## config.mk

```make
export PLATFORM = sky130hd
export DESIGN_NAME = pico_io_hub_flat
export DESIGN_NICKNAME = d
export VERILOG_FILES = /design/src/rtl/pico_io_hub_if.sv /design/src/rtl/pico_io_hub.sv /design/src/flat_wrapper.sv
export SDC_FILE = /design/constraint.sdc
export NUM_CORES = 1
export LEC_CHECK = 0
export BUFFER_PORTS_ARGS = -buffer_cell sky130_fd_sc_hd__buf_2
export CAP_MARGIN = 20
export CORE_ASPECT_RATIO = 0.5
export CORE_MARGIN = 5
export CORE_UTILIZATION = 37
export CTS_BUF_LIST = sky130_fd_sc_hd__clkbuf_16
export DETAILED_ROUTE_END_ITERATION = 10
export PLACE_DENSITY_LB_ADDON = 0.05
export SETUP_SLACK_MARGIN = 0.4
export SYNTH_ARGS = -nofsm -noshare
export SYNTH_HDL_FRONTEND = slang
export SYNTH_SLANG_ARGS = --single-unit
```

## constraint.sdc

```tcl
create_clock -name clk -period 3.25 [get_ports clk]
set_input_delay 0.1625 -clock clk [delete_from_list [all_inputs] [get_ports clk]]
set_output_delay 0.1625 -clock clk [all_outputs]
set_load 0.01 [all_outputs]
```

## src/rtl/pico_io_hub_if.sv

```systemverilog
// ---------------------------------------------------------------------------
// pico_io_hub_if
// KCPSM3 port bus as seen by the I/O hub.
//   port_id      : port address driven by the processor
//   write_strobe : one-cycle output strobe
//   read_strobe  : one-cycle input strobe
//   out_port     : processor write data
//   in_port      : read data returned to the processor
// Modports: master = processor side, slave = hub side.
// ---------------------------------------------------------------------------
interface pico_io_hub_if #(
    parameter int DW = 8
);
    logic [7:0]    port_id;
    logic          write_strobe;
    logic          read_strobe;
    logic [DW-1:0] out_port;
    logic [DW-1:0] in_port;

    modport master (
        output port_id, write_strobe, read_strobe, out_port,
        input  in_port
    );

    modport slave (
        input  port_id, write_strobe, read_strobe, out_port,
        output in_port
    );
endinterface

```

## src/rtl/pico_io_hub.sv

```systemverilog
// ---------------------------------------------------------------------------
// pico_io_hub
// Reusable KCPSM3 I/O hub: readback-able output register bank, sticky event
// flags with masked interrupt, UART FIFO strobes and a sequential shift-add
// multiplier.
// Ports:
//   clk       : system clock, rising edge
//   reset     : asynchronous, active-low
//   bus       : KCPSM3 port bus (slave modport)
//   sw        : switch inputs, read unregistered at 0x15
//   evt       : event pulses setting the sticky flags
//   out_regs  : flattened output registers, reg k at [k*DW +: DW]
//   tx_wr     : UART write pulse (write to 0x10)
//   tx_full   : UART tx FIFO full
//   rx_rd     : UART read pulse (read strobe at 0x11)
//   rx_empty  : UART rx FIFO empty
//   rx_data   : UART rx FIFO head
//   irq       : registered |(flags & irq_mask)
//
// Multiplier FSM:
//   state  | meaning
//   S_IDLE | waiting for a start write to 0x12
//   S_RUN  | DW shift-add steps in progress, busy=1
// ---------------------------------------------------------------------------
module pico_io_hub #(
    parameter int DW     = 8,
    parameter int N_OUT  = 4,
    parameter int N_FLAG = 4
) (
    input  logic              clk,
    input  logic              reset,
    pico_io_hub_if.slave      bus,
    input  logic [DW-1:0]     sw,
    input  logic [N_FLAG-1:0] evt,
    output logic [N_OUT*DW-1:0] out_regs,
    output logic              tx_wr,
    input  logic              tx_full,
    output logic              rx_rd,
    input  logic              rx_empty,
    input  logic [DW-1:0]     rx_data,
    output logic              irq
);

    localparam logic [7:0] ID_TX     = 8'h10;
    localparam logic [7:0] ID_MULT_A = 8'h11;
    localparam logic [7:0] ID_MULT_B = 8'h12;
    localparam logic [7:0] ID_CLR    = 8'h13;
    localparam logic [7:0] ID_MASK   = 8'h14;
    localparam logic [7:0] ID_STATUS = 8'h10;
    localparam logic [7:0] ID_RX     = 8'h11;
    localparam logic [7:0] ID_FLAGS  = 8'h12;
    localparam logic [7:0] ID_PLO    = 8'h13;
    localparam logic [7:0] ID_PHI    = 8'h14;
    localparam logic [7:0] ID_SW     = 8'h15;
    localparam int         CW        = $clog2(DW + 1);

    typedef enum logic {S_IDLE, S_RUN} state_t;

    logic [N_OUT*DW-1:0] r_out_regs;
    logic [N_FLAG-1:0]   r_flags;
    logic [N_FLAG-1:0]   r_irq_mask;
    logic                r_irq;
    state_t              r_state;
    logic [DW-1:0]       r_mult_a;
    logic [DW-1:0]       r_mcand;
    logic [2*DW-1:0]     r_acc;
    logic [CW-1:0]       r_count;
    logic [2*DW-1:0]     r_product;
    logic                r_busy;
    logic                r_done;

    logic                w_wr_a;
    logic                w_wr_b;
    logic                w_rd_hi;
    logic [N_FLAG-1:0]   w_clr;
    logic [DW:0]         w_sum;
    logic [2*DW-1:0]     w_acc_next;
    logic [DW-1:0]       w_rd_data;

    assign tx_wr   = bus.write_strobe && (bus.port_id == ID_TX);
    assign rx_rd   = bus.read_strobe  && (bus.port_id == ID_RX);
    assign w_wr_a  = bus.write_strobe && (bus.port_id == ID_MULT_A);
    assign w_wr_b  = bus.write_strobe && (bus.port_id == ID_MULT_B);
    assign w_rd_hi = bus.read_strobe  && (bus.port_id == ID_PHI);
    assign w_clr   = (bus.write_strobe && (bus.port_id == ID_CLR)) ?
                     bus.out_port[N_FLAG-1:0] : '0;

    // The multiplier lives in the low half of the accumulator: each step adds
    // into the upper half and the whole word shifts right, so the next
    // multiplier bit is always at bit 0.
    assign w_sum      = {1'b0, r_acc[2*DW-1:DW]} + (r_acc[0] ? {1'b0, r_mcand} : '0);
    assign w_acc_next = {w_sum, r_acc[DW-1:1]};

    always_ff @(posedge clk or negedge reset) begin
        if (!reset) begin
            r_out_regs <= '0;
        end else if (bus.write_strobe) begin
            for (int k = 0; k < N_OUT; k++) begin
                if (bus.port_id == 8'(k)) begin
                    r_out_regs[k*DW +: DW] <= bus.out_port;
                end
            end
        end
    end

    // OR-ing evt after the clear makes a same-cycle set win over the clear.
    always_ff @(posedge clk or negedge reset) begin
        if (!reset) begin
            r_flags    <= '0;
            r_irq_mask <= '0;
            r_irq      <= 1'b0;
        end else begin
            r_flags <= (r_flags & ~w_clr) | evt;
            if (bus.write_strobe && (bus.port_id == ID_MASK)) begin
                r_irq_mask <= bus.out_port[N_FLAG-1:0];
            end
            r_irq <= |(r_flags & r_irq_mask);
        end
    end

    always_ff @(posedge clk or negedge reset) begin
        if (!reset) begin
            r_state   <= S_IDLE;
            r_mult_a  <= '0;
            r_mcand   <= '0;
            r_acc     <= '0;
            r_count   <= '0;
            r_product <= '0;
            r_busy    <= 1'b0;
            r_done    <= 1'b0;
        end else begin
            case (r_state)
                S_IDLE: begin
                    if (w_wr_a) begin
                        r_mult_a <= bus.out_port;
                    end
                    // A start overrides a same-cycle done clear.
                    if (w_wr_b) begin
                        r_mcand <= r_mult_a;
                        r_acc   <= {{DW{1'b0}}, bus.out_port};
                        r_count <= CW'(DW);
                        r_busy  <= 1'b1;
                        r_done  <= 1'b0;
                        r_state <= S_RUN;
                    end else if (w_rd_hi) begin
                        r_done <= 1'b0;
                    end
                end
                S_RUN: begin
                    r_acc   <= w_acc_next;
                    r_count <= r_count - CW'(1);
                    if (r_count == CW'(1)) begin
                        r_product <= w_acc_next;
                        r_busy    <= 1'b0;
                        r_done    <= 1'b1;
                        r_state   <= S_IDLE;
                    end
                end
                default: r_state <= S_IDLE;
            endcase
        end
    end

    always_comb begin
        w_rd_data = '0;
        for (int k = 0; k < N_OUT; k++) begin
            if (bus.port_id == 8'(k)) begin
                w_rd_data = r_out_regs[k*DW +: DW];
            end
        end
        case (bus.port_id)
            ID_STATUS: w_rd_data = DW'({tx_full, ~rx_empty, r_busy, r_done});
            ID_RX:     w_rd_data = rx_data;
            ID_FLAGS:  w_rd_data = DW'(r_flags);
            ID_PLO:    w_rd_data = r_product[DW-1:0];
            ID_PHI:    w_rd_data = r_product[2*DW-1:DW];
            ID_SW:     w_rd_data = sw;
            default:   ;
        endcase
    end

    assign bus.in_port = w_rd_data;
    assign out_regs    = r_out_regs;
    assign irq         = r_irq;

endmodule

```

## src/flat_wrapper.sv

```systemverilog
// flat-port wrapper written by rule: the top's interface ports become plain ports
module pico_io_hub_flat 
#(
    parameter int DW     = 8,
    parameter int N_OUT  = 4,
    parameter int N_FLAG = 4
)
  (clk, reset, sw, evt, out_regs, tx_wr, tx_full, rx_rd, rx_empty, rx_data, irq, bus_port_id, bus_write_strobe, bus_read_strobe, bus_out_port, bus_in_port);
  pico_io_hub_if #(.DW(DW)) bus_i ();
  input  logic clk;
  input  logic reset;
  input  logic [DW-1:0] sw;
  input  logic [N_FLAG-1:0] evt;
  output logic [N_OUT*DW-1:0] out_regs;
  output logic tx_wr;
  input  logic tx_full;
  output logic rx_rd;
  input  logic rx_empty;
  input  logic [DW-1:0] rx_data;
  output logic irq;
  input wire logic [$bits(bus_i.port_id)-1:0] bus_port_id;
  input wire logic [$bits(bus_i.write_strobe)-1:0] bus_write_strobe;
  input wire logic [$bits(bus_i.read_strobe)-1:0] bus_read_strobe;
  input wire logic [$bits(bus_i.out_port)-1:0] bus_out_port;
  output wire logic [$bits(bus_i.in_port)-1:0] bus_in_port;
  assign bus_i.port_id = bus_port_id;
  assign bus_i.write_strobe = bus_write_strobe;
  assign bus_i.read_strobe = bus_read_strobe;
  assign bus_i.out_port = bus_out_port;
  assign bus_in_port = bus_i.in_port;
  pico_io_hub #(.DW(DW), .N_OUT(N_OUT), .N_FLAG(N_FLAG)) u_core (.clk(clk), .reset(reset), .bus(bus_i), .sw(sw), .evt(evt), .out_regs(out_regs), .tx_wr(tx_wr), .tx_full(tx_full), .rx_rd(rx_rd), .rx_empty(rx_empty), .rx_data(rx_data), .irq(irq));
endmodule
```

==> impl_metrics.toml, run 1 <==
[yosys]
share_of_async_settable_or_async_resettable_flops_after_synthesis_pct = 100
post_synth_mux_area_share_pct = 19.7
synth_edf_count = 0
yosys.cell_types.count = 54
synth_top_family_by_area = "multiplexers"
synth-simple-area-share_pct = 15.1
syn-instance-count = 445
area_of_the_mapped_netlist_um2 = 4930
synthAdderAreaFrac_pct = 2.94
syn_area_per_cell_um2 = 11.1
postSynthRegisterBits = 96
ys.warnings.count = 0
yosysSeqAreaShare_pct = 48.7
synth_compound_area_share_pct = 10.5
dominantRegCellSynth = "dfrtp_1"
syn-num-nets = 498
post_synth_xor_area_fraction_pct = 0.710

[clock_tree]
cts-buffers-inserted = 9
htreeDepth = 3
cts_hold_buffers = 4
worst_skew_pair.late_latency_ns = 0.34
clkTransAtPathRegs_ns = 0.07
cts_tree = "yes"
cts.repair_timing.setup_buffer_count = 0
cts_sink_count = 96
post_cts.resized_instances = 0
maximum_buffer_depth_of_the_clock_tree = 2
clock_tree.root_cell = "clkbuf_16"

[worst_setup_path]
path_cells = "and2_1 -> ha_1 -> fa_1 -> a211oi_1 -> o21bai_1 -> a211oi_1 -> o31ai_1"
cp-start-kind = "flop"
worstSetupEndpointType = "flop"
ff2ff_setup_slack_ns = 1.0
critical_path_stages = 7
worst_r2r_startpoint = "u_core.r_acc[0]"
critical_path.n_buffers_inverters = 0
worstSetupEndpoint = "u_core.r_product[13]"
critical_path.reg2reg.endpoint = "u_core.r_product[13]"
worst_setup_path_startpoint = "u_core.r_acc[0]"
worst-path-max-fanout = 9
critical_path_arrival_ns = 2.46
path_delay_family = "compound AO/OA/AOI/OAI gates"
critPathSlowestCell = "dfrtp_1"
required_ns = 3.46
worst-r2r-cell-count = 7
critPathMostFrequentCell = "a211oi_1"
timing.setup.critical_path_class = "flop to flop"
critPathMaxStageDelay_ns = 0.46

[sta]
tightestPinTransition_ns = 0.843
grt_setup_unrepaired = "no"
final_hold_viol_count = 0
worst_clock_skew_ns = 0.00582
period_needed_ns = 2.25
clock.fmax_ghz = 0.444
finalCritPeriodShare_pct = 69.4
maxSlewHeadroom_pct = 43.0
totalNegativeSetupSlack_ns = 0
holdWs_ns = 0.0118
drv_slew = 0
report.final.setup_viol = 0

[die]
fp-row-count = 29
ioPinCount = 85
die_w_um = 173
core_region_area_um2 = 12800
die_y_um = 91.7
floorplan.initialDensity_pct = 38.4
die-area_um2 = 15900

[finish]
finalNetCount = 581
finalNonFillerCells = 704
post_route_cells_drive_above_1_share_pct = 33.0
mostFrequentLayoutCell = "dfrtp_1"
area_delta_synth_final_pct = 18.4
layout.cells.most_common_list = "dfrtp_1, buf_2, nand2_1"

[place]
port_buffers = 84
place_inst = 683
dp_hpwl_um = 9970
place.gp.congestion = 0.768

[drt]
drt-total-wl_um = 13600
vias_per_cell = 5.14
post-route-drc-count = 0
detailroute.via_count = 3617
detailedRoute.firstIterationViolations = 189
drt_pass1_iterations = 4
wire_per_inst_um = 19.3
antenna_left = 0

[global_route]
globalRoute.totalOverflow = 0
grt_util_all_layers_pct = 17.7
grt_pass1_wl_um = 21900
grt_pass1_vias = 3707
maximum_number_of_pins_on_one_net_before_global_route_repair = 63
grt_antenna_before_repair = 2

[run]
max_cap_violations = 0

[worst_hold_path]
timing.hold.worst.class = "input port to flop"

[power]
powerDensity_nw_per_um2 = 503
irDropWorstVdd_mv = 0.259
post-layout-total-power_uw = 2940
p_leak_uw = 0.00296

[status]
run_status = "finished, final reports clean"
[report_power, final]
group          leakage (uW)  switching [uW]  internal (uW)  total, uW
clock network      0.000137             480            521       1000
registers           0.00127             122           1340       1460
logic               0.00156             265            213        479
[per-layer routing]
layer,vias up,global-route usage [%],wire (um)
met2,67,25.2,5570
met5,-,0,19
li1,1769,-,-
met3,12,4.85,613
met4,4,3.19,99
met1,1765,27.0,7270
[worst min path at each step]
| stage | depth (start not counted) | startpoint | to |
|---|---|---|---|
| after floorplan | 0 | reset | u_core.irq |
| after global placement | 1 | reset | u_core.r_count[1] |
| after detailed placement | 1 | reset | u_core.r_count[1] |
| after CTS | 2 | evt[0] | u_core.r_flags[0] |
| after global routing | 2 | evt[0] | u_core.r_flags[0] |
| final | 2 | evt[0] | u_core.r_flags[0] |
[worst register-to-register path: cells and delay by family (launching register included)]
family                   cells  cell delay (ns)
flip-flops                   1             0.46
AO/OA/AOI/OAI                4             0.80
AND/OR/NAND/NOR              1             0.18
adder cells (fa/ha/maj)      2             0.69
[registers in the layout (all words and copies together), names as in the netlist]
signal and flops:
u_core.r_done 1, u_core.r_mult_a 8, u_core.r_mcand 8, u_core.r_product 16, u_core.r_state 1, u_core.r_flags 4, u_core.r_busy 1, u_core.r_count 4
u_core.r_acc 16, u_core.out_regs 32, u_core.irq 1, u_core.r_irq_mask 4
[stage by stage]
| step | util (%) | instance area, um^2 | worst slack [ns] |
|---|---|---|---|
| after CTS | 45.5 | 5840 | 0.957 |
| after detailed placement | 43.0 | 5530 | 0.844 |
| after floorplan | - | 4930 | 1.19 |
| after global placement | 43.0 | 5530 | 0.865 |
| after global routing | 45.5 | 5840 | 0.816 |
| final | 45.5 | 5840 | 0.996 |
[Yosys cell counts (3+ instances only)]
| cell type | instances | share of area, % |
|---|---|---|
| and2_1 | 11 | 1.4 |
| a21oi_1 | 13 | 1.3 |
| a211oi_1 | 7 | 1.1 |
| mux4_2 | 5 | 2.3 |
| dfrtp_1 | 96 | 49 |
| nor3_1 | 3 | 0.30 |
| and3_1 | 4 | 0.51 |
| a221oi_1 | 5 | 0.89 |
| nand3_1 | 10 | 1.0 |
| ha_1 | 10 | 2.5 |
| a21o_1 | 11 | 1.7 |
| mux2_2 | 52 | 12 |
| o31ai_1 | 3 | 0.46 |
| nand4_1 | 3 | 0.38 |
| clkbuf_1 | 12 | 0.91 |
| o21ai_0 | 32 | 3.2 |
| nand2_1 | 67 | 5.1 |
| nor2_1 | 16 | 1.2 |
| mux2i_1 | 26 | 5.3 |
| inv_1 | 6 | 0.46 |
| buf_2 | 8 | 0.81 |
| a22oi_1 | 5 | 0.76 |
[area by class of cell]
type                            instances  area, um^2
Fill cell                            1267        7000
Multi-Input combinational cell        321        2420
Sequential cell                        96        2400
Timing Repair Buffer                   94         508
Clock buffer                            9         225
Tap cell                              170         213
Clock inverter                          7        47.5
Inverter                                6        22.5
Antenna cell                            1        2.50
[cells by family (layout without fill, tap and decap cells)]
group	count (synthesis)	count (layout)
muxes	84	84
adders and majority gates	11	11
AOI/OAI and AO/OA	83	83
DFF	96	96
buffers and inverters	28	116
other	0	1
xor gates and xnor gates	4	4
and+or+nand+nor	139	139
Power figures use the tool's default switching activity.
==> run 2, diff against run 1 <==
clock period = 2.1 ns   (was 3.25 ns; I/O delays follow)
==> run 2 against run 1 <==
  * Final cell count grew 4.8%
  * Sequential power grew 57%
  * First-iteration DRC count grew 1.6%
  * Critical endpoint is now u_core.r_acc[14]
  * Clock skew grew 0.0016 ns
  * Fmax grew 16%
  * Wire length grew 4.0%
  * Register-to-register slack lost 0.84 ns
==> impl_metrics.toml, run 2 (same netlist as run 1, synthesis figures left out) <==
[clock_tree]
cts_tree = "yes"
cts_sink_count = 96
clock_tree.root_cell = "clkbuf_16"
htreeDepth = 3
clkTransAtPathRegs_ns = 0.07
maximum_buffer_depth_of_the_clock_tree = 2
worst_skew_pair.late_latency_ns = 0.34
cts-buffers-inserted = 9

[sta]
clock.fmax_ghz = 0.514
final_hold_viol_count = 0
period_needed_ns = 1.94
report.final.setup_viol = 0
tightestPinTransition_ns = 0.709
worst_clock_skew_ns = 0.00737
totalNegativeSetupSlack_ns = 0
finalCritPeriodShare_pct = 92.6
grt_setup_unrepaired = "yes"
maxSlewHeadroom_pct = 52.5
drv_slew = 0

[drt]
post-route-drc-count = 0
wire_per_inst_um = 19.1
detailedRoute.firstIterationViolations = 192
detailroute.via_count = 3881
drt_pass1_iterations = 4
vias_per_cell = 5.26
drt-total-wl_um = 14100
antenna_left = 0

[worst_setup_path]
worstSetupEndpointType = "flop"
critPathSlowestCell = "dfrtp_2"
critPathMaxStageDelay_ns = 0.44
path_delay_family = "compound AO/OA/AOI/OAI gates"
required_ns = 2.36
critical_path.reg2reg.endpoint = "u_core.r_acc[14]"
worst_r2r_startpoint = "u_core.r_acc[0]"
worst-path-max-fanout = 5
worst-r2r-cell-count = 9
ff2ff_setup_slack_ns = 0.16
critPathMostFrequentCell = "buf_4"
timing.setup.critical_path_class = "flop to flop"
critical_path_arrival_ns = 2.20
critical_path.n_buffers_inverters = 3
cp-start-kind = "flop"
path_cells = "and2_4 -> ha_4 -> buf_4 -> buf_6 -> a211oi_4 -> o211ai_1 -> buf_4 -> and3_4 -> o31ai_2"

[die]
die_y_um = 91.7
die_w_um = 173
floorplan.initialDensity_pct = 38.4
ioPinCount = 85
die-area_um2 = 15900
fp-row-count = 29
core_region_area_um2 = 12800

[finish]
antenna_cells = 0
largest_reg_flops = 32
layout.cells.most_common_list = "dfrtp_1, buf_2, nand2_1"
area_delta_synth_final_pct = 31.5
mostFrequentLayoutCell = "dfrtp_1"
finish.instance_area_um2 = 6490
finalNetCount = 616
post_route_cells_drive_above_1_share_pct = 44.5

[global_route]
grt_antenna_before_repair = 1
grt_pass1_vias = 3966
globalRoute.totalOverflow = 0
grt_pass1_wl_um = 22600
maximum_number_of_pins_on_one_net_before_global_route_repair = 60
grt_util_all_layers_pct = 18.1

[worst_hold_path]
hold_path.startpoint = "bus_out_port[6]"
timing.hold.worst.class = "input port to flop"
min_path_cells = 2
whs_endpoint = "u_core.out_regs[30]"

[run]
max_cap_violations = 0

[power]
powerDensity_nw_per_um2 = 755
p_leak_uw = 0.00322
irDropWorstVdd_mv = 0.384

[place]
port_buffers = 84
dpl-instance-area_um2 = 5650
place.gp.congestion = 0.790
dp_hpwl_um = 10000

[status]
run_status = "finished, final reports clean"
run 2: cell count changes in the layout (fill, tap and decap cells not counted), moves of 7 or more:
cell / before / now
buf_4: 7 / 32
buf_6: 0 / 9
ha_1: 10 / 3
ha_4: 0 / 7
o21ai_0: 32 / 16
o21ai_1: 0 / 12
run 2: report_power, final:
group	internal (uW)	switching [uW]	total, uW
clock network	915	712	1630
logic	491	488	979
registers	2070	221	2290
run 2: metrics by stage:
stage	instances	setup WS, ns	power [uW]	hold WS [ns]	util [%]
floorplan	445	0.239	2730	-0.191	-
global placement	694	0.109	3040	0.115	44.0
global route	738	0.0582	5170	0.127	50.5
finish	738	0.156	4900	0.132	50.5
detailed placement	694	0.0568	3060	0.111	44.0
CTS	725	0.195	4840	0.117	48.5
run 2: cell type report:
type                    instances  area [um^2]
repair buffers                129          837
inverters                       6         22.5
well taps                     170          213
clock inverters                 7         63.8
clock buffers                   9          225
fillers                      1202         6360
flip-flops and latches         96         2400
multi-input cells             321         2720
run 2: timing repair:
item | 4_1_cts | 5_1_grt
hold buffers | 5 | 0
resized for setup | 34 | 40
setup buffers | 10 | 13
endpoints found under the hold margin | 41 | 0
pin swaps | 16 | 29
setup endpoints to repair | 20 | 24
run 2: how the worst max path moves through the flow:
stage | slack (ns) | end | cells after the start | start
2_1_floorplan | 0.24 | u_core.r_product[13] | 7 | u_core.r_acc[0]
6_report | 0.16 | u_core.r_acc[14] | 9 | u_core.r_acc[0]
3_5_place_dp | 0.06 | u_core.r_acc[14] | 6 | u_core.r_acc[0]
3_3_place_gp | 0.11 | u_core.r_product[13] | 7 | u_core.r_acc[0]
5_1_grt | 0.06 | u_core.r_acc[13] | 7 | u_core.r_acc[0]
4_1_cts | 0.19 | u_core.r_acc[13] | 7 | u_core.r_acc[0]
run 2: routing by layer:
layer  GRT usage (%)  vias up  share of wire [%]
met1            26.3     1962                 50
met5               0        -              0.050
met3            5.38        9                4.9
met2            27.2       63                 44
met4            2.99        2               0.50
li1                -     1845                  -
==> run 3, diff against run 2 <==
RECOVER_POWER = 50   (was not set)
==> run 3 against run 2 <==
  * Wire length is 0.31% lower
  * Final cell count unchanged
  * Via count is essentially flat
  * Critical path depth is the same
  * Register-to-register slack about the same
  * Largest cell class unchanged
  * Non-clock buffer count is the same
==> impl_metrics.toml, run 3 (same netlist as run 1, synthesis figures left out) <==
[worst_setup_path]
required_ns = 2.35
worstSetupEndpointType = "flop"
timing.setup.critical_path_class = "flop to flop"
worst-path-max-fanout = 5
cp-start-kind = "flop"
critical_path_arrival_ns = 2.20

[sta]
finalCritPeriodShare_pct = 92.7
period_needed_ns = 1.95
final_hold_viol_count = 0
totalNegativeSetupSlack_ns = 0
drv_slew = 0
clock.fmax_ghz = 0.514
grt_setup_unrepaired = "yes"
worst_clock_skew_ns = 0.00726
report.final.setup_viol = 0
maxSlewHeadroom_pct = 34.8
tightestPinTransition_ns = 0.978

[finish]
post_route_cells_drive_above_1_share_pct = 40.0
utilization_pct = 50.2
finalNetCount = 616
layout.area.seq_um2 = 2400
multi_input_area_um2 = 2720
layout.filler_cells = 1212
antenna_cells = 0
layout.cells.most_common_list = "dfrtp_1, nand2_1, buf_2"
largest_reg_flops = 32
mostFrequentLayoutCell = "dfrtp_1"
area_delta_synth_final_pct = 30.8

[die]
ioPinCount = 85
core_region_area_um2 = 12800
die_w_um = 173
fp-row-count = 29
die-area_um2 = 15900
floorplan.initialDensity_pct = 38.4
die_y_um = 91.7

[drt]
drt-total-wl_um = 14100
wire_per_inst_um = 19.1
drt_pass1_iterations = 4
antenna_left = 0
post-route-drc-count = 0
vias_per_cell = 5.26
detailedRoute.firstIterationViolations = 179
detailroute.via_count = 3882

[clock_tree]
clock_tree.root_cell = "clkbuf_16"
worst_skew_pair.late_latency_ns = 0.34
cts_tree = "yes"
maximum_buffer_depth_of_the_clock_tree = 2
cts_sink_count = 96
cts-buffers-inserted = 9
htreeDepth = 3
clkTransAtPathRegs_ns = 0.07

[global_route]
maximum_number_of_pins_on_one_net_before_global_route_repair = 60
globalRoute.totalOverflow = 0
grt_antenna_before_repair = 1
grt_pass1_vias = 3966
grt_pass1_wl_um = 22600
grt_util_all_layers_pct = 18.1

[run]
max_cap_violations = 0

[place]
port_buffers = 84
dp_hpwl_um = 10000
place.gp.congestion = 0.790

[worst_hold_path]
timing.hold.worst.class = "input port to flop"

[power]
irDropWorstVdd_mv = 0.384
p_leak_uw = 0.00311
powerDensity_nw_per_um2 = 758
post-layout-total-power_uw = 4890

[status]
run_status = "finished, final reports clean"
[run 3: cell count changes in the layout (fill, tap and decap cells not counted)]
cell,before,now
buf_2,81,55
clkbuf_1,0,26
buf_4,32,31
clkbuf_2,0,1
[run 3: metrics by stage]
| stage | hold WS (ns) | instances | area (um^2) | setup slack (ns) |
|---|---|---|---|---|
| 4_1_cts | 0.117 | 725 | 6230 | 0.195 |
| 2_1_floorplan | -0.191 | 445 | 4950 | 0.239 |
| 5_1_grt | 0.127 | 738 | 6450 | 0.0582 |
| 3_3_place_gp | 0.115 | 694 | 5650 | 0.109 |
| 3_5_place_dp | 0.111 | 694 | 5650 | 0.0568 |
| 6_report | 0.134 | 738 | 6450 | 0.154 |
[run 3: final cells by class]
| type | count | area share (%) |
|---|---|---|
| multi-input combinational | 321 | 42.2 |
| inverter | 6 | 0.349 |
| clock buffer | 9 | 3.49 |
| timing repair buffer | 129 | 12.4 |
| tap | 170 | 3.30 |
| clock inverter | 7 | 0.989 |
| sequential | 96 | 37.3 |
[run 3: final timing paths]
kind | start | endpoint | slack (ns) | depth (start not counted)
setup / recovery | u_core.r_acc[0] | u_core.r_acc[14] | 0.15 | 9
hold / removal | bus_out_port[2] | u_core.r_flags[2] | 0.13 | 3
setup reg to reg | u_core.r_acc[0] | u_core.r_acc[14] | 0.15 | 9
hold reg to reg | u_core.r_mult_a[6] | u_core.r_mcand[6] | 0.48 | 1
max in group asynchronous | reset | u_core.r_product[11] | 0.77 | 3
min in group asynchronous | reset | u_core.out_regs[2] | 0.45 | 2
[run 3: report_power, final]
| group | switching [uW] | internal [uW] |
|---|---|---|
| combinational | 488 | 483 |
| sequential | 221 | 2070 |
| clock | 711 | 915 |
[run 3: what timing repair did]
action / CTS / global route
resized for setup: 34 / 40
pin swaps: 16 / 29
endpoints found under the setup margin: 20 / 24
setup buffers: 10 / 13
endpoints found under the hold margin: 41 / 0
hold buffers: 5 / 0
[run 3: worst max-delay path, cell delays in order, from the launching register on]
cell      delay [ns]
dfrtp_2         0.44
and2_4          0.15
ha_4            0.15
buf_4           0.13
buf_6           0.11
a211oi_4        0.24
o211ai_1        0.13
buf_4           0.17
and3_4          0.17
o31ai_2         0.16
[run 3: metal layers]
layer / track usage [%] / part of all wire, % / vias up / wire, um
li1: - / - / 1844 / -
met1: 26.3 / 50 / 1957 / 7020
met2: 27.2 / 44 / 72 / 6220
met3: 5.38 / 5.4 / 7 / 766
met4: 2.99 / 0.45 / 2 / 63
met5: 0 / 0.050 / - / 7
